<file path="src/rtl/counter_xn.sv">
// ---------------------------------------------------------------------------
// counter_xn
// N_CH independent timer/counter channels on the MIO counter window. Each
// channel has a prescaler and one of four modes: one-shot, auto-reload, PWM
// and free-run up.
//
// Ports
//   clk          rising-edge system clock
//   RSTN         asynchronous active-low reset
//   counter_we   register write strobe
//   counter_ch   channel targeted by the write (ignored for STATUS)
//   counter_reg  0=LOAD 1=CTRL 2=CMP 3=STATUS(W1C)
//   counter_val  write data
//   rd_ch        channel whose count drives counter_out
//   counter_out  current count of rd_ch, 0 when rd_ch >= N_CH
//   counter_OUT  per-channel output (pulse or level, depending on mode)
//   irq_pend     sticky per-channel pending flags
//   irq          OR over (irq_pend & irq_en)
//
// CTRL layout: [0] en, [2:1] mode, [3] irq_en, [4 +: PRESC_W] presc_div
// ---------------------------------------------------------------------------
module counter_xn #(
    parameter int N_CH    = 4,
    parameter int CNT_W   = 32,
    parameter int PRESC_W = 8,
    parameter int CH_W    = 2
) (
    input  logic               clk,
    input  logic               RSTN,
    input  logic               counter_we,
    input  logic [CH_W-1:0]    counter_ch,
    input  logic [1:0]         counter_reg,
    input  logic [CNT_W-1:0]   counter_val,
    input  logic [CH_W-1:0]    rd_ch,
    output logic [CNT_W-1:0]   counter_out,
    output logic [N_CH-1:0]    counter_OUT,
    output logic [N_CH-1:0]    irq_pend,
    output logic               irq
);

    localparam logic [1:0] REG_LOAD   = 2'd0;
    localparam logic [1:0] REG_CTRL   = 2'd1;
    localparam logic [1:0] REG_CMP    = 2'd2;
    localparam logic [1:0] REG_STATUS = 2'd3;

    localparam logic [1:0] MODE_ONESHOT = 2'b00;
    localparam logic [1:0] MODE_RELOAD  = 2'b01;
    localparam logic [1:0] MODE_PWM     = 2'b10;
    localparam logic [1:0] MODE_FREERUN = 2'b11;

    logic [CNT_W-1:0] w_cnt [N_CH];
    logic [N_CH-1:0]  w_irq_en;
    logic [N_CH-1:0]  w_clr;

    // STATUS clears act on every channel at once; the channel field is ignored.
    assign w_clr = (counter_we && (counter_reg == REG_STATUS)) ?
                   counter_val[N_CH-1:0] : {N_CH{1'b0}};

    for (genvar gi = 0; gi < N_CH; gi++) begin : g_ch
        logic [CNT_W-1:0]   r_load;
        logic [CNT_W-1:0]   r_cmp;
        logic [CNT_W-1:0]   r_cnt;
        logic [PRESC_W-1:0] r_div;
        logic [PRESC_W-1:0] r_presc;
        logic [1:0]         r_mode;
        logic               r_en;
        logic               r_irq_en;
        logic               r_out;
        logic               r_pend;

        logic               w_hit;
        logic               w_ld;
        logic               w_ctl;
        logic               w_cmpw;
        logic               w_tick;
        logic               w_adv;
        logic               w_set;
        logic               w_out_nxt;
        logic [CNT_W-1:0]   w_cnt_nxt;
        logic [PRESC_W-1:0] w_presc_nxt;

        assign w_hit  = counter_we && (counter_ch == CH_W'(gi));
        assign w_ld   = w_hit && (counter_reg == REG_LOAD);
        assign w_ctl  = w_hit && (counter_reg == REG_CTRL);
        assign w_cmpw = w_hit && (counter_reg == REG_CMP);
        assign w_tick = r_en && (r_presc == r_div);
        // A LOAD or CTRL write on this channel swallows the tick of that cycle.
        assign w_adv  = w_tick && !w_ld && !w_ctl;

        // Prescaler next value: restart on an en 0->1 write, run only while enabled.
        always_comb begin
            w_presc_nxt = r_presc;
            if (w_ctl && counter_val[0] && !r_en) begin
                w_presc_nxt = {PRESC_W{1'b0}};
            end else if (r_en) begin
                w_presc_nxt = w_tick ? {PRESC_W{1'b0}} : (r_presc + PRESC_W'(1));
            end else begin
                w_presc_nxt = r_presc;
            end
        end

        // Count / output / interrupt-set next state per mode, writes override.
        always_comb begin
            w_cnt_nxt = r_cnt;
            w_out_nxt = r_out;
            w_set     = 1'b0;
            case (r_mode)
                MODE_ONESHOT: begin
                    // Output is a sticky "done" level in this mode.
                    if (w_adv && (r_cnt > CNT_W'(1))) begin
                        w_cnt_nxt = r_cnt - CNT_W'(1);
                    end else if (w_adv && (r_cnt == CNT_W'(1))) begin
                        w_cnt_nxt = {CNT_W{1'b0}};
                        w_out_nxt = 1'b1;
                        w_set     = 1'b1;
                    end else begin
                        w_cnt_nxt = r_cnt;
                    end
                end
                MODE_RELOAD: begin
                    w_out_nxt = 1'b0;
                    if (w_adv && (r_cnt == {CNT_W{1'b0}})) begin
                        w_cnt_nxt = r_load;
                        w_out_nxt = 1'b1;
                        w_set     = 1'b1;
                    end else if (w_adv) begin
                        w_cnt_nxt = r_cnt - CNT_W'(1);
                    end else begin
                        w_cnt_nxt = r_cnt;
                    end
                end
                MODE_PWM: begin
                    // Output follows the current count every cycle, one clock late.
                    w_out_nxt = (r_cnt < r_cmp);
                    if (w_adv && (r_cnt == {CNT_W{1'b0}})) begin
                        w_cnt_nxt = r_load;
                    end else if (w_adv) begin
                        w_cnt_nxt = r_cnt - CNT_W'(1);
                    end else begin
                        w_cnt_nxt = r_cnt;
                    end
                end
                MODE_FREERUN: begin
                    w_out_nxt = 1'b0;
                    if (w_adv) begin
                        w_cnt_nxt = r_cnt + CNT_W'(1);
                        if (r_cnt == {CNT_W{1'b1}}) begin
                            w_out_nxt = 1'b1;
                            w_set     = 1'b1;
                        end else begin
                            w_set     = 1'b0;
                        end
                    end else begin
                        w_cnt_nxt = r_cnt;
                    end
                end
                default: begin
                    w_cnt_nxt = r_cnt;
                    w_out_nxt = r_out;
                    w_set     = 1'b0;
                end
            endcase

            if (w_ld) begin
                w_cnt_nxt = counter_val;
                // LOAD re-arms a one-shot, so its done level drops.
                if (r_mode == MODE_ONESHOT) begin
                    w_out_nxt = 1'b0;
                end else begin
                    w_out_nxt = w_out_nxt;
                end
            end else begin
                w_cnt_nxt = w_cnt_nxt;
            end

            // Any CTRL write drops a one-shot done level; a mode change drops any output.
            if (w_ctl && ((counter_val[2:1] != r_mode) || (r_mode == MODE_ONESHOT))) begin
                w_out_nxt = 1'b0;
            end else begin
                w_out_nxt = w_out_nxt;
            end
        end

        // Channel register file and counter state.
        always_ff @(posedge clk or negedge RSTN) begin
            if (!RSTN) begin
                r_load   <= {CNT_W{1'b0}};
                r_cmp    <= {CNT_W{1'b0}};
                r_cnt    <= {CNT_W{1'b0}};
                r_div    <= {PRESC_W{1'b0}};
                r_presc  <= {PRESC_W{1'b0}};
                r_mode   <= 2'b00;
                r_en     <= 1'b0;
                r_irq_en <= 1'b0;
                r_out    <= 1'b0;
                r_pend   <= 1'b0;
            end else begin
                if (w_ld) begin
                    r_load <= counter_val;
                end
                if (w_cmpw) begin
                    r_cmp <= counter_val;
                end
                if (w_ctl) begin
                    r_en     <= counter_val[0];
                    r_mode   <= counter_val[2:1];
                    r_irq_en <= counter_val[3];
                    r_div    <= counter_val[4 +: PRESC_W];
                end
                r_cnt   <= w_cnt_nxt;
                r_presc <= w_presc_nxt;
                r_out   <= w_out_nxt;
                // A set event beats a same-cycle W1C.
                r_pend  <= w_set | (r_pend & ~w_clr[gi]);
            end
        end

        assign w_cnt[gi]       = r_cnt;
        assign w_irq_en[gi]    = r_irq_en;
        assign counter_OUT[gi] = r_out;
        assign irq_pend[gi]    = r_pend;
    end

    // Count readback mux; out-of-range channels match nothing and read 0.
    always_comb begin
        counter_out = {CNT_W{1'b0}};
        for (int k = 0; k < N_CH; k++) begin
            counter_out = counter_out | (w_cnt[k] & {CNT_W{rd_ch == CH_W'(k)}});
        end
    end

    assign irq = |(irq_pend & w_irq_en);

endmodule
</file>
<file path="config.mk">
export PLATFORM = sky130hd
export DESIGN_NAME = counter_xn
export DESIGN_NICKNAME = d
export VERILOG_FILES = /design/src/rtl/counter_xn.sv
export SDC_FILE = /design/constraint.sdc
export NUM_CORES = 2
export LEC_CHECK = 0
export BUFFER_PORTS_ARGS = -buffer_cell sky130_fd_sc_hd__buf_2
export CORE_ASPECT_RATIO = 0.7
export CORE_UTILIZATION = 40
export CTS_CLUSTER_DIAMETER = 100
export CTS_CLUSTER_SIZE = 24
export DETAILED_ROUTE_END_ITERATION = 8
export MAX_ROUTING_LAYER = met4
export SLEW_MARGIN = 40
export SYNTH_ARGS = -nofsm -noshare
export SYNTH_HDL_FRONTEND = slang
export SYNTH_SLANG_ARGS = --single-unit
</file>
<file path="constraint.sdc">
create_clock -name clk -period 6.85 [get_ports clk]
set_input_delay 1.7125 -clock clk [delete_from_list [all_inputs] [get_ports clk]]
set_output_delay 1.7125 -clock clk [all_outputs]
set_load 0.01 [all_outputs]
</file>
==> results.md <==
| Step | Item | Reported |
|:---|:---|:---|
| outcome | Run status | complete, no violations |
| pwr | Share of total power in the clock network | 12.2% |
| sta | Share of the clock period used by the worst path after layout | 71.2% |
| logic synthesis | Basic-gate share of the synthesized area counting and, or, nand and nor cells | 21.1% |
| pwr | Leakage power summed over all cells | 15.2 nW |
| layout | Fillers | 8040 |
| floorplan | Die area | 83300 um2 |
| worst hold path | Worst hold-check path type | register to register |
| detailed routing | Pre-Repair DR Iteration Count | 7 |
| logic synthesis | Post-synth net total | 4066 |
| grt | Largest net degree at the start of global routing | 148 |
| pwr | Overall power consumption | 13.0 mW |
| logic synthesis | Post-synthesis instance total | 3861 |
| detailed routing | Count of antenna-violating nets left after detailed routing | 0 |
| layout | Proportion of layout cells with a drive suffix above 1 | 10.8% |
| critical path | Most repeated library cell on the critical path | sky130_fd_sc_hd__buf_2 |
| layout | Layout overhead on the synthesized area | 5.26% |
| logic synthesis | Syn. warnings | 0 |
| logic synthesis | Area share of fa/ha/maj cells after synthesis | 6.25% |
| critical path | R2R cell count | 7 |
| pwr | Share of power burned in registers | 40.6% |
| critical path | Crit path arrival time | 3.17 ns |
| critical path | Worst R2R Start | g_ch[2].r_cnt[6] |
| grt | Number of antenna violations at the first check in global routing | 20 |
| clocking | Clock tree from TritonCTS | done |
| grt | Number of global-route vias before repair | 27300 |
| clocking | Clk pin slew, worst setup/hold paths | 0.10 ns |
| logic synthesis | Main combinational cell family by area after synthesis | simple AND/OR/NAND/NOR gates |
| detailed routing | Total number of vias | 30100 |
| pwr | Max VDD drop | 0.000173 V |
| clocking | Post_cts resized | 0 |
| logic synthesis | Post-synthesis instance area | 32900 um2 |
| placed design | Routability-driven placement congestion ratio | 1.01 |
| pwr | Comb pwr share | 47.2% |
| critical path | Path length in cells of the critical path | 3 |
| critical path | Buffers & Inverters on Critical Path | 2 |
| pwr | Pint | 6.71 mW |
| job | Reported max-cap violation count | 0 |
| sta | Final Slew Violations | 0 |
| layout | Number of standard cells in the final layout excluding fillers | 4768 |
| grt | Aggregate global routing overflow | 0 |
| clocking | Total CTS buffers | 23 |
| logic synthesis | Dominant synthesized flop cell | sky130_fd_sc_hd__dfrtp_1 |
| sta | Worst slew margin | 38.2% |
| critical path | Required @ worst endpoint | 5.14 ns |
| placed design | Estimated wirelength of the detail-placed design | 87100 um |
| logic synthesis | Fraction of registers with async set or reset after synthesis | 100% |
| grt | All-layer global routing usage | 30.3% |
| clocking | CTS H-tree lvls | 1 |
| critical path | Standard cell with the maximum stage delay on the critical path | sky130_fd_sc_hd__buf_2 |
| pwr | Net switching power figure | 6.29 mW |
| critical path | Highest net fanout along the worst path | 32 |
| detailed routing | Final Routed Wirelength | 125000 um |
| detailed routing | Number of remaining DRC errors | 0 |
| sta | Final setup violating endpoints | 0 |
| logic synthesis | Number of distinct standard cells referenced by the synthesized netlist | 84 |
| floorplan | Die boundary width | 345 um |
| logic synthesis | Count of state elements after synthesis | 472 |
| worst hold path | Hold path startpoint | g_ch[2].r_load[29] |
| placed design | Count of input and output buffers | 81 |
| sta | Final hold vios | 0 |
| sta | Final period demand of the worst path | 4.88 ns |
| pwr | Switch share | 48.4% |
| critical path | Worst Path Class, Setup | input port to output port |
| logic synthesis | Count of flip-flops with a built-in enable after synthesis | 0 |
| floorplan | Starting Density | 40.6% |
| clocking | Clock tree root driver cell | sky130_fd_sc_hd__clkbuf_16 |
| clocking | CTS sink count | 472 |
| floorplan | Number of rows created at floorplan | 87 |
| logic synthesis | Average cell area after synthesis | 8.51 um2 |
| clocking | Setup bufs post-CTS | 0 |
| critical path | Worst stage delay on the critical path | 0.65 ns |
| layout | Final-stage net count | 3896 |
| layout | Area taken by flip-flops and latches | 11800 um2 |
| critical path | Cell type group with the largest total delay on the critical path | buffers and inverters |
| layout | Total area of multi-input combinational cells | 19200 um2 |
| sta | FMAX | 205 MHz |
| logic synthesis | Area fraction in compound gates after synthesis | 16.7% |
| sta | Setup_tns | 0 ns |
| detailed routing | First-iteration detailed-routing DRC count | 3995 |
| logic synthesis | Share of cell area taken by muxes after synthesis | 7.27% |
| worst hold path | Hold Path Stages | 2 |
| clocking | Clk buf depth | 3 |
| pwr | Power Density | 376 nW/um2 |
| sta | Final Hold Slack | 0.477 ns |
| placed design | Instance count after placement with tap cells included | 4732 |
| clocking | Clock latency reported for the late side of the worst-skew pair | 0.63 ns |
| sta | Setup repair after global routing missed its margin | no |
| detailed routing | Average via count per standard cell | 6.32 |
| critical path | Cells along the critical path | buf_2 -> mux4_2 -> buf_2 |
| grt | Wire length of the first global-routing pass | 185000 um |
| clocking | Hold-fix buffer count after cts | 0 |
| sta | Worst-Margin Slew | 0.927 ns |
| critical path | Type of destination of the critical path | output port |
| logic synthesis | Share of synthesized area occupied by flip-flops and latches | 36.0% |
| critical path | Launch point of the worst path | rd_ch[1] |
| floorplan | # IOs | 82 |
| critical path | Kind of start point of the critical path | input port |
| detailed routing | Average wire per cell in the routed design | 26.2 um |
| logic synthesis | Xor-xnor portion of the synthesized cell area | 6.58% |
| floorplan | Core area | 80900 um2 |
| sta | Setup skew after layout | 0.0269 ns |
| floorplan | Vertical die dimension | 242 um |
[registers in the layout, indices dropped and copies added (netlist names)]
name	cells
g_ch.r_cmp	128
g_ch.r_cnt	128
g_ch.r_out	4
g_ch.r_pend	4
g_ch.r_presc	32
g_ch.r_load	128
g_ch.r_div	32
g_ch.r_irq_en	4
g_ch.r_en	4
g_ch.r_mode	8
[worst min-delay path, stage by stage (launching register included)]
cell	delay, ns
sky130_fd_sc_hd__dfrtp_1	0.35
sky130_fd_sc_hd__nand2_1	0.05
sky130_fd_sc_hd__nand2_1	0.05
[metrics by stage]
| stage | utilization (%) | cell area (um2) | setup slack (ns) |
|---|---|---|---|
| 6_report | 42.8 | 34600 | 1.97 |
| 5_1_grt | 42.7 | 34600 | 1.96 |
| 4_1_cts | 42.6 | 34500 | 2.01 |
| 3_5_place_dp | 41.9 | 33900 | 1.84 |
| 3_3_place_gp | 41.7 | 33800 | 1.73 |
| 2_1_floorplan | - | 32900 | 2.06 |
[placed cells by master, fill, tap and decap left out, drive strengths merged, types with 31 or more instances in the layout]
cell,netlist,routed
inv,177,178
o21ai,264,264
nor2,188,188
nor4,56,56
a31oi,35,35
mux4,32,32
nand2,659,659
nor3,94,94
a22oi,66,66
nand3,124,124
mux2,141,141
and3,50,50
or3,51,51
xnor2,146,146
o211ai,45,45
nand4,81,81
a21oi,111,111
buf,59,139
xor2,101,101
o221ai,31,31
nand2b,31,31
a21o,42,42
ha,164,164
dfrtp,472,472
[power groups by stage]
| stage | sequential [mW] | combinational, mW | clock [mW] |
|---|---|---|---|
| final | 5.28 | 6.13 | 1.59 |
| after global routing | 5.34 | 6.72 | 1.70 |
| after CTS | 5.18 | 5.97 | 1.63 |
| after detailed placement | 5.24 | 5.93 | 0 |
| after global placement | 5.24 | 5.84 | 0 |
| after floorplan | 4.02 | 4.96 | 0 |
[metal layers]
metal,up-vias,GRT usage [%],routed length [um]
met5,-,-,0
met4,0,8.84,4380
met3,212,6.27,15300
met2,1798,40.6,50200
met1,14700,45.2,55000
li1,13400,-,-
[layout make-up]
type / instances / share of cell area [%]
well taps: 1068 / 3.86
diodes: 7 / 0.0507
multi-input cells: 2877 / 55.5
repair buffers: 139 / 2.76
inverters: 178 / 1.93
flip-flops and latches: 472 / 34.2
clock inverters: 2 / 0.0507
clock buffers: 25 / 1.69
[synth_stat cells (101+ instances only)]
library cell,count,area share [%]
sky130_fd_sc_hd__xor2_1,101,2.7
sky130_fd_sc_hd__a21oi_1,111,1.7
sky130_fd_sc_hd__o21ai_0,260,4.0
sky130_fd_sc_hd__dfrtp_1,472,36
sky130_fd_sc_hd__nand3_1,123,1.9
sky130_fd_sc_hd__nand2_1,659,7.5
sky130_fd_sc_hd__mux2_2,141,4.8
sky130_fd_sc_hd__ha_1,164,6.2
sky130_fd_sc_hd__xnor2_1,146,3.9
sky130_fd_sc_hd__clkbuf_1,274,3.1
sky130_fd_sc_hd__nor2_1,188,2.1
sky130_fd_sc_hd__inv_1,177,2.0
[cells by family (layout without fill, tap and decap cells)]
| group | count (synthesis) | after routing |
|---|---|---|
| AOI/OAI and AO/OA | 828 | 828 |
| muxes | 181 | 181 |
| buffers and inverters | 512 | 344 |
| xor gates and xnor gates | 247 | 247 |
| other | 0 | 7 |
| and+or+nand+nor | 1457 | 1457 |
| DFF | 472 | 472 |
| adders and majority gates | 164 | 164 |
[worst paths after layout]
check                                          end  slack (ns)
worst min-delay path            g_ch[2].r_load[29]        0.48
worst max-delay path               counter_out[30]        1.97
worst min register to register  g_ch[2].r_load[29]        0.48
worst max register to register   g_ch[2].r_cnt[18]        2.51
max in group asynchronous        g_ch[1].r_cnt[28]        4.46
min in group asynchronous       g_ch[1].r_presc[3]        1.06
Note: power is estimated with default switching activity, not from simulation.
